**src/rtl/player_pkg.sv**
```systemverilog
// -----------------------------------------------------------------------------
// player_pkg
//   Shared definitions for the player-sprite controller:
//   - USB HID keycodes recognised by the key decoder (0x00 marks an empty slot)
//   - life-cycle state enum
//   - clamp helper used by the movement datapath
// -----------------------------------------------------------------------------
package player_pkg;

  localparam logic [7:0] KEY_A     = 8'h04;
  localparam logic [7:0] KEY_D     = 8'h07;
  localparam logic [7:0] KEY_W     = 8'h1A;
  localparam logic [7:0] KEY_S     = 8'h16;
  localparam logic [7:0] KEY_ENTER = 8'h28;

  typedef enum logic [1:0] {
    ALIVE  = 2'd0,
    INVULN = 2'd1,
    DEAD   = 2'd2
  } player_state_e;

  // Saturate a signed candidate coordinate into [lo, hi]. Signed arithmetic
  // keeps a step below zero from wrapping to a large unsigned value.
  function automatic logic [9:0] clamp_axis(input logic signed [10:0] v,
                                            input logic signed [10:0] lo,
                                            input logic signed [10:0] hi);
    logic signed [10:0] r;
    if (v < lo)      r = lo;
    else if (v > hi) r = hi;
    else             r = v;
    return r[9:0];
  endfunction

endpackage

```
**src/rtl/player_ctrl_aabb_hit.sv**
```systemverilog
// -----------------------------------------------------------------------------
// aabb_hit
//   Combinational axis-aligned overlap test of one enemy box against the
//   player sprite box. Edges that merely touch do not count as a hit.
//   Ports:
//     cx_i, cy_i   sprite centre
//     ex_i, ey_i   enemy top-left corner
//     size_i       enemy side length
//     alive_i      enemy valid; an invalid enemy never hits
//     hit_o        overlap flag
// -----------------------------------------------------------------------------
module aabb_hit
  import player_pkg::*;
#(
  parameter int HALF_W = 17,
  parameter int HALF_H = 16
) (
  input  logic [9:0] cx_i,
  input  logic [9:0] cy_i,
  input  logic [9:0] ex_i,
  input  logic [9:0] ey_i,
  input  logic [9:0] size_i,
  input  logic       alive_i,
  output logic       hit_o
);

  localparam logic signed [11:0] HW = 12'(HALF_W);
  localparam logic signed [11:0] HH = 12'(HALF_H);

  // 12-bit signed: holds ex+size up to 2046 and a sprite edge below zero.
  logic signed [11:0] cx, cy, ex, ey, sz;

  assign cx = $signed({2'b00, cx_i});
  assign cy = $signed({2'b00, cy_i});
  assign ex = $signed({2'b00, ex_i});
  assign ey = $signed({2'b00, ey_i});
  assign sz = $signed({2'b00, size_i});

  assign hit_o = alive_i
              && ((cx - HW) < (ex + sz))
              && ((cx + HW) > ex)
              && ((cy - HH) < (ey + sz))
              && ((cy + HH) > ey);

endmodule

```
**src/rtl/player_ctrl.sv**
```systemverilog
// -----------------------------------------------------------------------------
// player_ctrl
//   Player-sprite controller. Once per frame_clk edge the sprite moves from
//   the scanned keycodes (diagonals allowed, hard clamp at the play field),
//   is tested against N_ENEMY enemy boxes, and a lives / respawn /
//   invulnerability / game-over state machine advances.
//   Ports:
//     frame_clk    frame-rate clock
//     Reset        asynchronous active-low reset
//     keycode      KEY_SLOTS packed 8-bit keycodes, slot k = [8k+7:8k]
//     enemy_x/y    packed enemy top-left corners, enemy i = [10i+9:10i]
//     enemy_size   packed enemy side lengths
//     enemy_alive  per-enemy valid
//     BallX/BallY  sprite centre
//     Ball_W/H     sprite half-extents (constant)
//     Ball_die     one-cycle pulse per life lost
//     Hit_idx      lowest enemy index of the last hit taken
//     Lives        remaining lives
//     Invuln       high while invulnerable
//     Blink        sprite-blink enable
//     Game_over    high when out of lives
//     dbg_state_o  current FSM state
// -----------------------------------------------------------------------------
module player_ctrl
  import player_pkg::*;
#(
  parameter int N_ENEMY       = 4,
  parameter int KEY_SLOTS     = 3,
  parameter int STEP          = 3,
  parameter int HALF_W        = 17,
  parameter int HALF_H        = 16,
  parameter int X_MIN         = 3,
  parameter int X_MAX         = 636,
  parameter int Y_MIN         = 3,
  parameter int Y_MAX         = 476,
  parameter int SPAWN_X       = 320,
  parameter int SPAWN_Y       = 450,
  parameter int LIVES         = 3,
  parameter int INVULN_FRAMES = 120,
  localparam int IDX_W        = (N_ENEMY > 1) ? $clog2(N_ENEMY) : 1
) (
  input  logic                   frame_clk,
  input  logic                   Reset,
  input  logic [8*KEY_SLOTS-1:0] keycode,
  input  logic [10*N_ENEMY-1:0]  enemy_x,
  input  logic [10*N_ENEMY-1:0]  enemy_y,
  input  logic [10*N_ENEMY-1:0]  enemy_size,
  input  logic [N_ENEMY-1:0]     enemy_alive,
  output logic [9:0]             BallX,
  output logic [9:0]             BallY,
  output logic [9:0]             Ball_W,
  output logic [9:0]             Ball_H,
  output logic                   Ball_die,
  output logic [IDX_W-1:0]       Hit_idx,
  output logic [2:0]             Lives,
  output logic                   Invuln,
  output logic                   Blink,
  output logic                   Game_over,
  output logic [1:0]             dbg_state_o
);

  localparam logic signed [10:0] STEP_S = 11'(STEP);
  localparam logic signed [10:0] X_LO   = 11'(X_MIN + HALF_W);
  localparam logic signed [10:0] X_HI   = 11'(X_MAX - HALF_W);
  localparam logic signed [10:0] Y_LO   = 11'(Y_MIN + HALF_H);
  localparam logic signed [10:0] Y_HI   = 11'(Y_MAX - HALF_H);
  localparam logic [9:0]         SPX    = 10'(SPAWN_X);
  localparam logic [9:0]         SPY    = 10'(SPAWN_Y);
  localparam logic [2:0]         LIVES0 = 3'(LIVES);
  localparam logic [7:0]         INV0   = 8'(INVULN_FRAMES);

  player_state_e    state_q, state_d;
  logic [9:0]       x_q, x_d, y_q, y_d;
  logic [2:0]       lives_q, lives_d;
  logic [7:0]       cnt_q, cnt_d;
  logic             die_q, die_d;
  logic [IDX_W-1:0] idx_q, idx_d;

  // ---------------------------------------------------------------------------
  // Key decode: any slot may carry any key; empty slots (0x00) match nothing.
  // ---------------------------------------------------------------------------
  logic key_a, key_d, key_w, key_s, key_enter;

  always_comb begin
    key_a     = 1'b0;
    key_d     = 1'b0;
    key_w     = 1'b0;
    key_s     = 1'b0;
    key_enter = 1'b0;
    for (int k = 0; k < KEY_SLOTS; k++) begin
      if (keycode[8*k +: 8] == KEY_A)     key_a     = 1'b1;
      if (keycode[8*k +: 8] == KEY_D)     key_d     = 1'b1;
      if (keycode[8*k +: 8] == KEY_W)     key_w     = 1'b1;
      if (keycode[8*k +: 8] == KEY_S)     key_s     = 1'b1;
      if (keycode[8*k +: 8] == KEY_ENTER) key_enter = 1'b1;
    end
  end

  // Opposing keys cancel; no motion register, so release stops immediately.
  logic signed [10:0] dx, dy;
  logic [9:0]         x_mov, y_mov;

  always_comb begin
    dx = '0;
    dy = '0;
    if (key_a && !key_d) dx = -STEP_S;
    if (key_d && !key_a) dx =  STEP_S;
    if (key_w && !key_s) dy = -STEP_S;
    if (key_s && !key_w) dy =  STEP_S;
    x_mov = clamp_axis($signed({1'b0, x_q}) + dx, X_LO, X_HI);
    y_mov = clamp_axis($signed({1'b0, y_q}) + dy, Y_LO, Y_HI);
  end

  // ---------------------------------------------------------------------------
  // Overlap against every enemy, from the registered position.
  // ---------------------------------------------------------------------------
  logic [N_ENEMY-1:0] hit_vec;
  logic               any_hit;
  logic [IDX_W-1:0]   hit_idx;

  for (genvar g = 0; g < N_ENEMY; g++) begin : g_hit
    aabb_hit #(
      .HALF_W (HALF_W),
      .HALF_H (HALF_H)
    ) u_aabb_hit (
      .cx_i    (x_q),
      .cy_i    (y_q),
      .ex_i    (enemy_x[10*g +: 10]),
      .ey_i    (enemy_y[10*g +: 10]),
      .size_i  (enemy_size[10*g +: 10]),
      .alive_i (enemy_alive[g]),
      .hit_o   (hit_vec[g])
    );
  end

  // Scan downward so the lowest hitting index wins.
  always_comb begin
    any_hit = |hit_vec;
    hit_idx = '0;
    for (int i = N_ENEMY - 1; i >= 0; i--) begin
      if (hit_vec[i]) hit_idx = IDX_W'(i);
    end
  end

  // ---------------------------------------------------------------------------
  // Life-cycle FSM: next state and datapath updates.
  // ---------------------------------------------------------------------------
  always_comb begin
    state_d = state_q;
    x_d     = x_q;
    y_d     = y_q;
    lives_d = lives_q;
    cnt_d   = cnt_q;
    die_d   = 1'b0;
    idx_d   = idx_q;

    unique case (state_q)
      ALIVE: begin
        if (any_hit) begin
          // Several simultaneous overlaps still cost a single life; the
          // sprite does not move on the hit cycle.
          die_d = 1'b1;
          idx_d = hit_idx;
          if (lives_q <= 3'd1) begin
            lives_d = 3'd0;
            state_d = DEAD;
          end else begin
            lives_d = lives_q - 3'd1;
            x_d     = SPX;
            y_d     = SPY;
            if (INVULN_FRAMES == 0) begin
              state_d = ALIVE;
              cnt_d   = 8'd0;
            end else begin
              state_d = INVULN;
              cnt_d   = INV0;
            end
          end
        end else begin
          x_d = x_mov;
          y_d = y_mov;
        end
      end

      INVULN: begin
        x_d = x_mov;
        y_d = y_mov;
        if (cnt_q <= 8'd1) begin
          state_d = ALIVE;
          cnt_d   = 8'd0;
        end else begin
          cnt_d = cnt_q - 8'd1;
        end
      end

      DEAD: begin
        if (key_enter) begin
          lives_d = LIVES0;
          x_d     = SPX;
          y_d     = SPY;
          if (INVULN_FRAMES == 0) begin
            state_d = ALIVE;
            cnt_d   = 8'd0;
          end else begin
            state_d = INVULN;
            cnt_d   = INV0;
          end
        end
      end

      default: state_d = ALIVE;
    endcase
  end

  always_ff @(posedge frame_clk or negedge Reset) begin
    if (!Reset) begin
      state_q <= ALIVE;
      x_q     <= SPX;
      y_q     <= SPY;
      lives_q <= LIVES0;
      cnt_q   <= 8'd0;
      die_q   <= 1'b0;
      idx_q   <= '0;
    end else begin
      state_q <= state_d;
      x_q     <= x_d;
      y_q     <= y_d;
      lives_q <= lives_d;
      cnt_q   <= cnt_d;
      die_q   <= die_d;
      idx_q   <= idx_d;
    end
  end

  assign BallX       = x_q;
  assign BallY       = y_q;
  assign Ball_W      = 10'(HALF_W);
  assign Ball_H      = 10'(HALF_H);
  assign Ball_die    = die_q;
  assign Hit_idx     = idx_q;
  assign Lives       = lives_q;
  assign Invuln      = (state_q == INVULN);
  assign Blink       = (state_q == INVULN) ? cnt_q[3] : 1'b1;
  assign Game_over   = (state_q == DEAD);
  assign dbg_state_o = state_q;

endmodule

```
**config.mk**
```make
export PLATFORM = sky130hd
export DESIGN_NAME = player_ctrl
export DESIGN_NICKNAME = d
export VERILOG_FILES = /design/src/rtl/player_pkg.sv /design/src/rtl/player_ctrl_aabb_hit.sv /design/src/rtl/player_ctrl.sv
export SDC_FILE = /design/constraint.sdc
export NUM_CORES = 1
export LEC_CHECK = 0
export BUFFER_PORTS_ARGS = -buffer_cell sky130_fd_sc_hd__clkbuf_2
export CORE_ASPECT_RATIO = 0.6
export CORE_UTILIZATION = 60
export DETAILED_ROUTE_END_ITERATION = 6
export PLACE_DENSITY_LB_ADDON = 0.12
export SLEW_MARGIN = 20
export SYNTH_ARGS = -nofsm -noshare
export SYNTH_HDL_FRONTEND = slang
export SYNTH_HIERARCHICAL = 1
export SYNTH_SLANG_ARGS = --single-unit
```
**constraint.sdc**
```tcl
create_clock -name frame_clk -period 8 [get_ports frame_clk]
set_input_delay 0.8 -clock frame_clk [delete_from_list [all_inputs] [get_ports frame_clk]]
set_output_delay 0.8 -clock frame_clk [all_outputs]
set_load 0.03 [all_outputs]
```
==> results of run 1 <==
==> path summary, 6_finish.rpt <==
kind	start	end	slack, ns	cells after the start
worst max-delay path	BallX[3]	BallX[7]	2.52	18
worst min-delay path	cnt_q[6]	cnt_q[6]	0.52	1
worst min register to register	cnt_q[6]	cnt_q[6]	0.52	1
min in group asynchronous	Reset	cnt_q[3]	0.65	1
max in group asynchronous	Reset	Hit_idx[0]	6.74	1
worst max register to register	BallX[3]	BallX[7]	2.52	18
==> logic make-up (layout without fill, tap and decap cells) <==
group	after synthesis	in the layout	synth area share, %
AO/OA/AOI/OAI	441	441	24.9
XOR/XNOR	163	163	11.6
adder cells (fa/ha/maj)	289	289	30.1
buffers and inverters	202	350	7.03
flip-flops	36	36	7.43
multiplexers	2	2	0.174
other	2	20	0.0613
AND/OR/NAND/NOR	445	445	18.7
==> flip-flops by register name, indices dropped and copies added, names as in the netlist <==
signal       cells
BallX           10
Hit_idx          2
BallY           10
cnt_q            8
dbg_state_o      2
Lives            3
Ball_die         1
==> power groups by stage <==
stage,logic [uW],clock network [uW],registers [uW]
floorplan,2180,0,513
global placement,2820,0,536
detailed placement,2900,0,538
CTS,2920,205,537
global route,3330,212,558
finish,2960,206,548
==> cell type report <==
class / instances / area share [%]
multi-input cells: 1360 / 78.2
repair buffers: 189 / 7.17
flip-flops and latches: 36 / 6.75
inverters: 153 / 4.25
well taps: 273 / 2.53
clock buffers: 6 / 1.03
clock inverters: 2 / 0.111
==> layout by cell type, fill, tap and decap left out, drive strengths merged, types with 23 or more instances in the layout <==
cell type,synthesis,routed
nand2,105,105
nand3,39,39
o21ai,104,104
dfrtp,28,28
a211oi,29,29
inv,153,153
xor2,82,82
o21bai,24,24
xnor2,81,81
a21oi,105,105
nand2b,23,23
ha,279,279
a21o,31,31
nor2,99,99
nor3,40,40
clkbuf,14,186
nand4,27,27
==> metal layers <==
layer / vias up / GRT usage (%) / wire length (um)
met5: - / 0 / 0
met4: 0 / 4.81 / 387
met1: 5675 / 49.0 / 17200
met3: 35 / 4.71 / 3150
li1: 6096 / - / -
met2: 524 / 50.8 / 14500
==> per-stage QoR <==
stage	setup WS (ns)	std cells	hold WS (ns)	utilization (%)
after detailed placement	2.31	2011	0.490	66.7
after floorplan	3.13	1598	0.458	-
after global placement	2.56	2011	0.475	66.7
final	2.52	2019	0.515	67.5
after global routing	2.15	2019	0.542	67.5
after CTS	2.54	2019	0.510	67.4
==> impl_metrics.yaml, run 1 <==
cts:
  cts_setup_buffers: 0
  clk_latency_ns: 0.28
  cts.path.max_buffers: 2
  h-tree-depth: 2
  cts_tree: "done"
  root_buffer: "clkbuf_16"
  clk_pin_slew_ns: 0.06
  cts-resized-gates: 0
  clock_sinks: 36
  cts_buffers: 5
  cts_hold_buf: 0
pwr:
  p_seq_share_pct: 14.8
  p_int_uw: 1630
  pwr-share-clk_pct: 5.5
  p_per_area_nw_per_um2: 275
  p_leak_uw: 0.00680
  total_power_uw: 3720
  p_comb_share_pct: 79.7
  ir_drop_mv: 0.142
  p_sw_uw: 2080
  swShare_pct: 56.0
die:
  std_cell_rows: 40
  dieArea_sq_um: 21000
  pin_count: 201
  core_sq_um: 20000
  die_width_um: 187
  die_height_um: 113
  initial_core_util_pct: 61.2
final_layout:
  layout-drive-gt1-share_pct: 15.1
  fin_nets: 2184
  stdcell_area_sq_um: 13500
  syn2layout_area_growth_pct: 10.2
  diodes: 0
  layout.area.seq_sq_um: 911
  multi_input_comb_area_sq_um: 10600
  fill_cells: 1787
placement:
  dp_hpwl_um: 28800
  gp_congestion: 0.961
  portBuffers: 180
  place_area_sq_um: 13300
sta:
  finalHoldViolCount: 0
  max_freq_mhz: 183
  period_share_pct: 68.4
  maxSlewViolCount: 0
  slew_headroom_pct: 31.1
  rsz0062_at_grt: "no"
  tightestPinTransition_ns: 1.03
  fin_skew_ns: 0.00595
  setup_viol: 0
  min_period_ns: 5.48
  setup_tns_ns: 0
yosys:
  yosys.area.top_type_share_pct: 28.5
  seq_area_frac_synth_pct: 7.43
  syn_area_sq_um: 12300
  synth_top_cell_by_area: "ha_1"
  ys_ff_latch: 36
  synth.most_common_cell: "ha_1"
  ys_types: 90
  ys.flop_type: "dfrtp_1"
  synthCells: 1580
  yosys_warnings: 6
  synth_top_cells_by_area: "ha_1 28%, xor2_1 5.9%, xnor2_1 5.8%"
  synth_edf_count: 0
  netlist_top_cells_count: "279 x ha_1, 152 x inv_1, 105 x nand2_1, 102 x a21oi_1, 97 x nor2_1"
  syn_area_per_cell_sq_um: 7.76
  async_reset_ff_share_pct: 100
global_route:
  globalRoute.totalOverflow: 0
  grt_pass1_wl_um: 56900
  grt_util_all_layers_pct: 32.9
  grt_pass1_vias: 11282
  grt_antenna_before_repair: 0
  grt_max_degree: 40
drt:
  vias: 12330
  vias_per_cell: 6.11
  drtAntennaViolNets: 0
  avgRoutedWirePerCell_um: 17.5
  drtIter0Drc: 944
  drc: 1
  firstDrtPassIters: 7
  wirelength_um: 35300
worst_setup_path:
  slowest_stage: "dfrtp_1"
  path_class: "reg2reg"
  cpPeakStageDelay_ns: 1.02
  cp-start-kind: "flop"
  cp.required_ns: 8.22
  path_buf_inv: 1
  crit_chain: "buf_4, a41oi_1, nor2b_1, nand2_1, xnor2_1, ha_1, and3_1, nand3_1, a21oi_1, a2111o_1, a211oi_1, nor4_1, nor2_1, a21oi_1, a211o_1, nor2_1, o311a_1, a32o_1"
  worst_setup_path_end_kind: "flop"
  arrival_ns: 5.69
  crit_family: "compound AO/OA/AOI/OAI gates"
  path_max_fanout: 22
run:
  max_cap_violations: 0
worst_hold_path:
  hold_path.class: "reg2reg"
status:
  outcome: "finished, violations left"
  violations: "DRC"
Power figures use the tool's default switching activity.
==> run 2, diff against run 1 <==
clock period = 5.5 ns   (was 8 ns; I/O delays follow)
==> impl_metrics.yaml, run 2 (synthesis results as in run 1) <==
status:
  outcome: "finished, violations left"
  violations: "DRC"
final_layout:
  syn2layout_area_growth_pct: 11.4
  diodes: 0
  fill_cells: 1741
  final_common_cell: "ha_1"
  multi_input_comb_area_sq_um: 10600
  fin_nets: 2201
  stdcell_area_sq_um: 13700
  layout-drive-gt1-share_pct: 15.9
  layout.area.seq_sq_um: 911
  final_cell_mix: "279 x ha_1, 180 x clkbuf_2, 152 x inv_1"
sta:
  slew_headroom_pct: 28.6
  setup_tns_ns: 0
  period_share_pct: 93.0
  maxSlewViolCount: 0
  finalHoldViolCount: 0
  rsz0062_at_grt: "no"
  setup_viol: 0
  tightestPinTransition_ns: 1.07
  max_freq_mhz: 196
  min_period_ns: 5.11
  fin_skew_ns: 0.00300
  hold-worst-slack_ns: 0.376
worst_setup_path:
  cp-start-kind: "flop"
  r2r_end: "cnt_q[7]"
  cp.required_ns: 5.68
  rrSetupSlack_ns: 0.39
  reg2regPathDepth: 17
  cp.depth: 17
  path_max_fanout: 17
  slowest_stage: "dfrtp_1"
  cpPeakStageDelay_ns: 0.70
  reg2reg_from: "BallX[2]"
  path_buf_inv: 1
  path_class: "reg2reg"
  arrival_ns: 5.30
  worst_setup_path_end_kind: "flop"
  crit_chain: "buf_4, o41ai_1, nand2_1, xnor2_1, ha_1, and4_1, o2111ai_1, a21oi_1, nor3_1, o41ai_1, a311oi_1, nor2_1, nand2_1, nor2_1, or4_1, or2_4, o41ai_2"
  crit_family: "simple AND/OR/NAND/NOR gates"
cts:
  h-tree-depth: 2
  clk_latency_ns: 0.28
  cts_buffers: 5
  clock_sinks: 36
  cts.path.max_buffers: 2
  cts_tree: "done"
  clk_pin_slew_ns: 0.06
  root_buffer: "clkbuf_16"
global_route:
  grt_max_degree: 37
  grt_pass1_vias: 11557
  grt_pass1_wl_um: 56800
  grt_antenna_before_repair: 0
  grt_util_all_layers_pct: 33.0
  globalRoute.totalOverflow: 0
placement:
  gp_congestion: 0.964
  dp_hpwl_um: 29200
  place_area_sq_um: 13500
  portBuffers: 180
die:
  pin_count: 201
  die_height_um: 113
  dieArea_sq_um: 21000
  die_width_um: 187
  core_sq_um: 20000
  std_cell_rows: 40
  initial_core_util_pct: 61.2
pwr:
  ir_drop_mv: 0.250
  p_leak_uw: 0.00690
  p_per_area_nw_per_um2: 403
drt:
  routedLengthMet1_um: 17100
  wirelength_um: 35000
  drtIter0Drc: 889
  top_layer: "met4"
  drtAntennaViolNets: 0
  routed-wl-met2_um: 14400
  vias_per_cell: 6.00
  wl_met3_um: 2980
  firstDrtPassIters: 7
  avgRoutedWirePerCell_um: 17.2
  vias: 12220
  drc: 1
worst_hold_path:
  hold_path.class: "in2async"
run:
  max_cap_violations: 0
-- run 2: changes by cell type in the layout (fill, tap and decap cells not counted), sizes merged --
| cell | before | now |
|---|---|---|
| buf | 9 | 26 |
| clkbuf | 186 | 185 |
| bufinv | 0 | 1 |
| clkinv | 0 | 1 |
| clkinvlp | 2 | 1 |
-- run 2: layer usage --
metal  up-vias  track usage, %
met5         -               0
met4         0            6.56
met3        44            4.56
met2       431            51.6
met1      5619            48.2
li1       6126               -
-- run 2: timing repair --
item                       in CTS  in global routing
buffers inserted                0                  0
resized for setup               0                  2
hold buffers                    0                  0
setup endpoints to repair       0                  1
-- run 2: power breakdown --
group	switching [uW]	total (uW)	internal [uW]
logic	2550	4430	1880
registers	365	752	386
clock network	109	322	213
total	3030	5510	2480
-- run 2: cell type report --
| class | instances | area share, % |
|---|---|---|
| timing repair buffer | 206 | 8.03 |
| tap | 273 | 2.50 |
| clock buffer | 5 | 0.916 |
| multi-input combinational | 1360 | 77.4 |
| sequential | 36 | 6.67 |
| inverter | 153 | 4.21 |
| clock inverter | 3 | 0.312 |
-- run 2: how the worst max path moves through the flow --
stage | endpoint | start | slack, ns
after floorplan | cnt_q[7] | BallX[0] | 0.86
after global placement | cnt_q[7] | enemy_size[10] | 0.29
after detailed placement | cnt_q[7] | enemy_x[10] | 0.14
after CTS | cnt_q[7] | BallX[2] | 0.37
after global routing | cnt_q[7] | BallX[2] | 0.01
final | cnt_q[7] | BallX[2] | 0.39
-- run 2: worst register-to-register path: cells and delay by family, from the launching register on --
family | cells | cell delay (ns)
compound gates | 6 | 1.62
xor+xnor | 1 | 0.17
fa+ha+maj | 1 | 0.33
buf+inv | 1 | 0.35
flops | 1 | 0.70
simple gates | 8 | 1.83
-- run 2: stage by stage --
step,worst slack [ns],total power (uW),cells,utilization (%)
final,0.385,5510,2036,68.2
after global routing,0.0117,6080,2036,68.2
after CTS,0.369,5440,2036,68.1
after detailed placement,0.139,5080,2028,67.3
after global placement,0.292,4960,2028,67.3
after floorplan,0.863,3920,1598,-
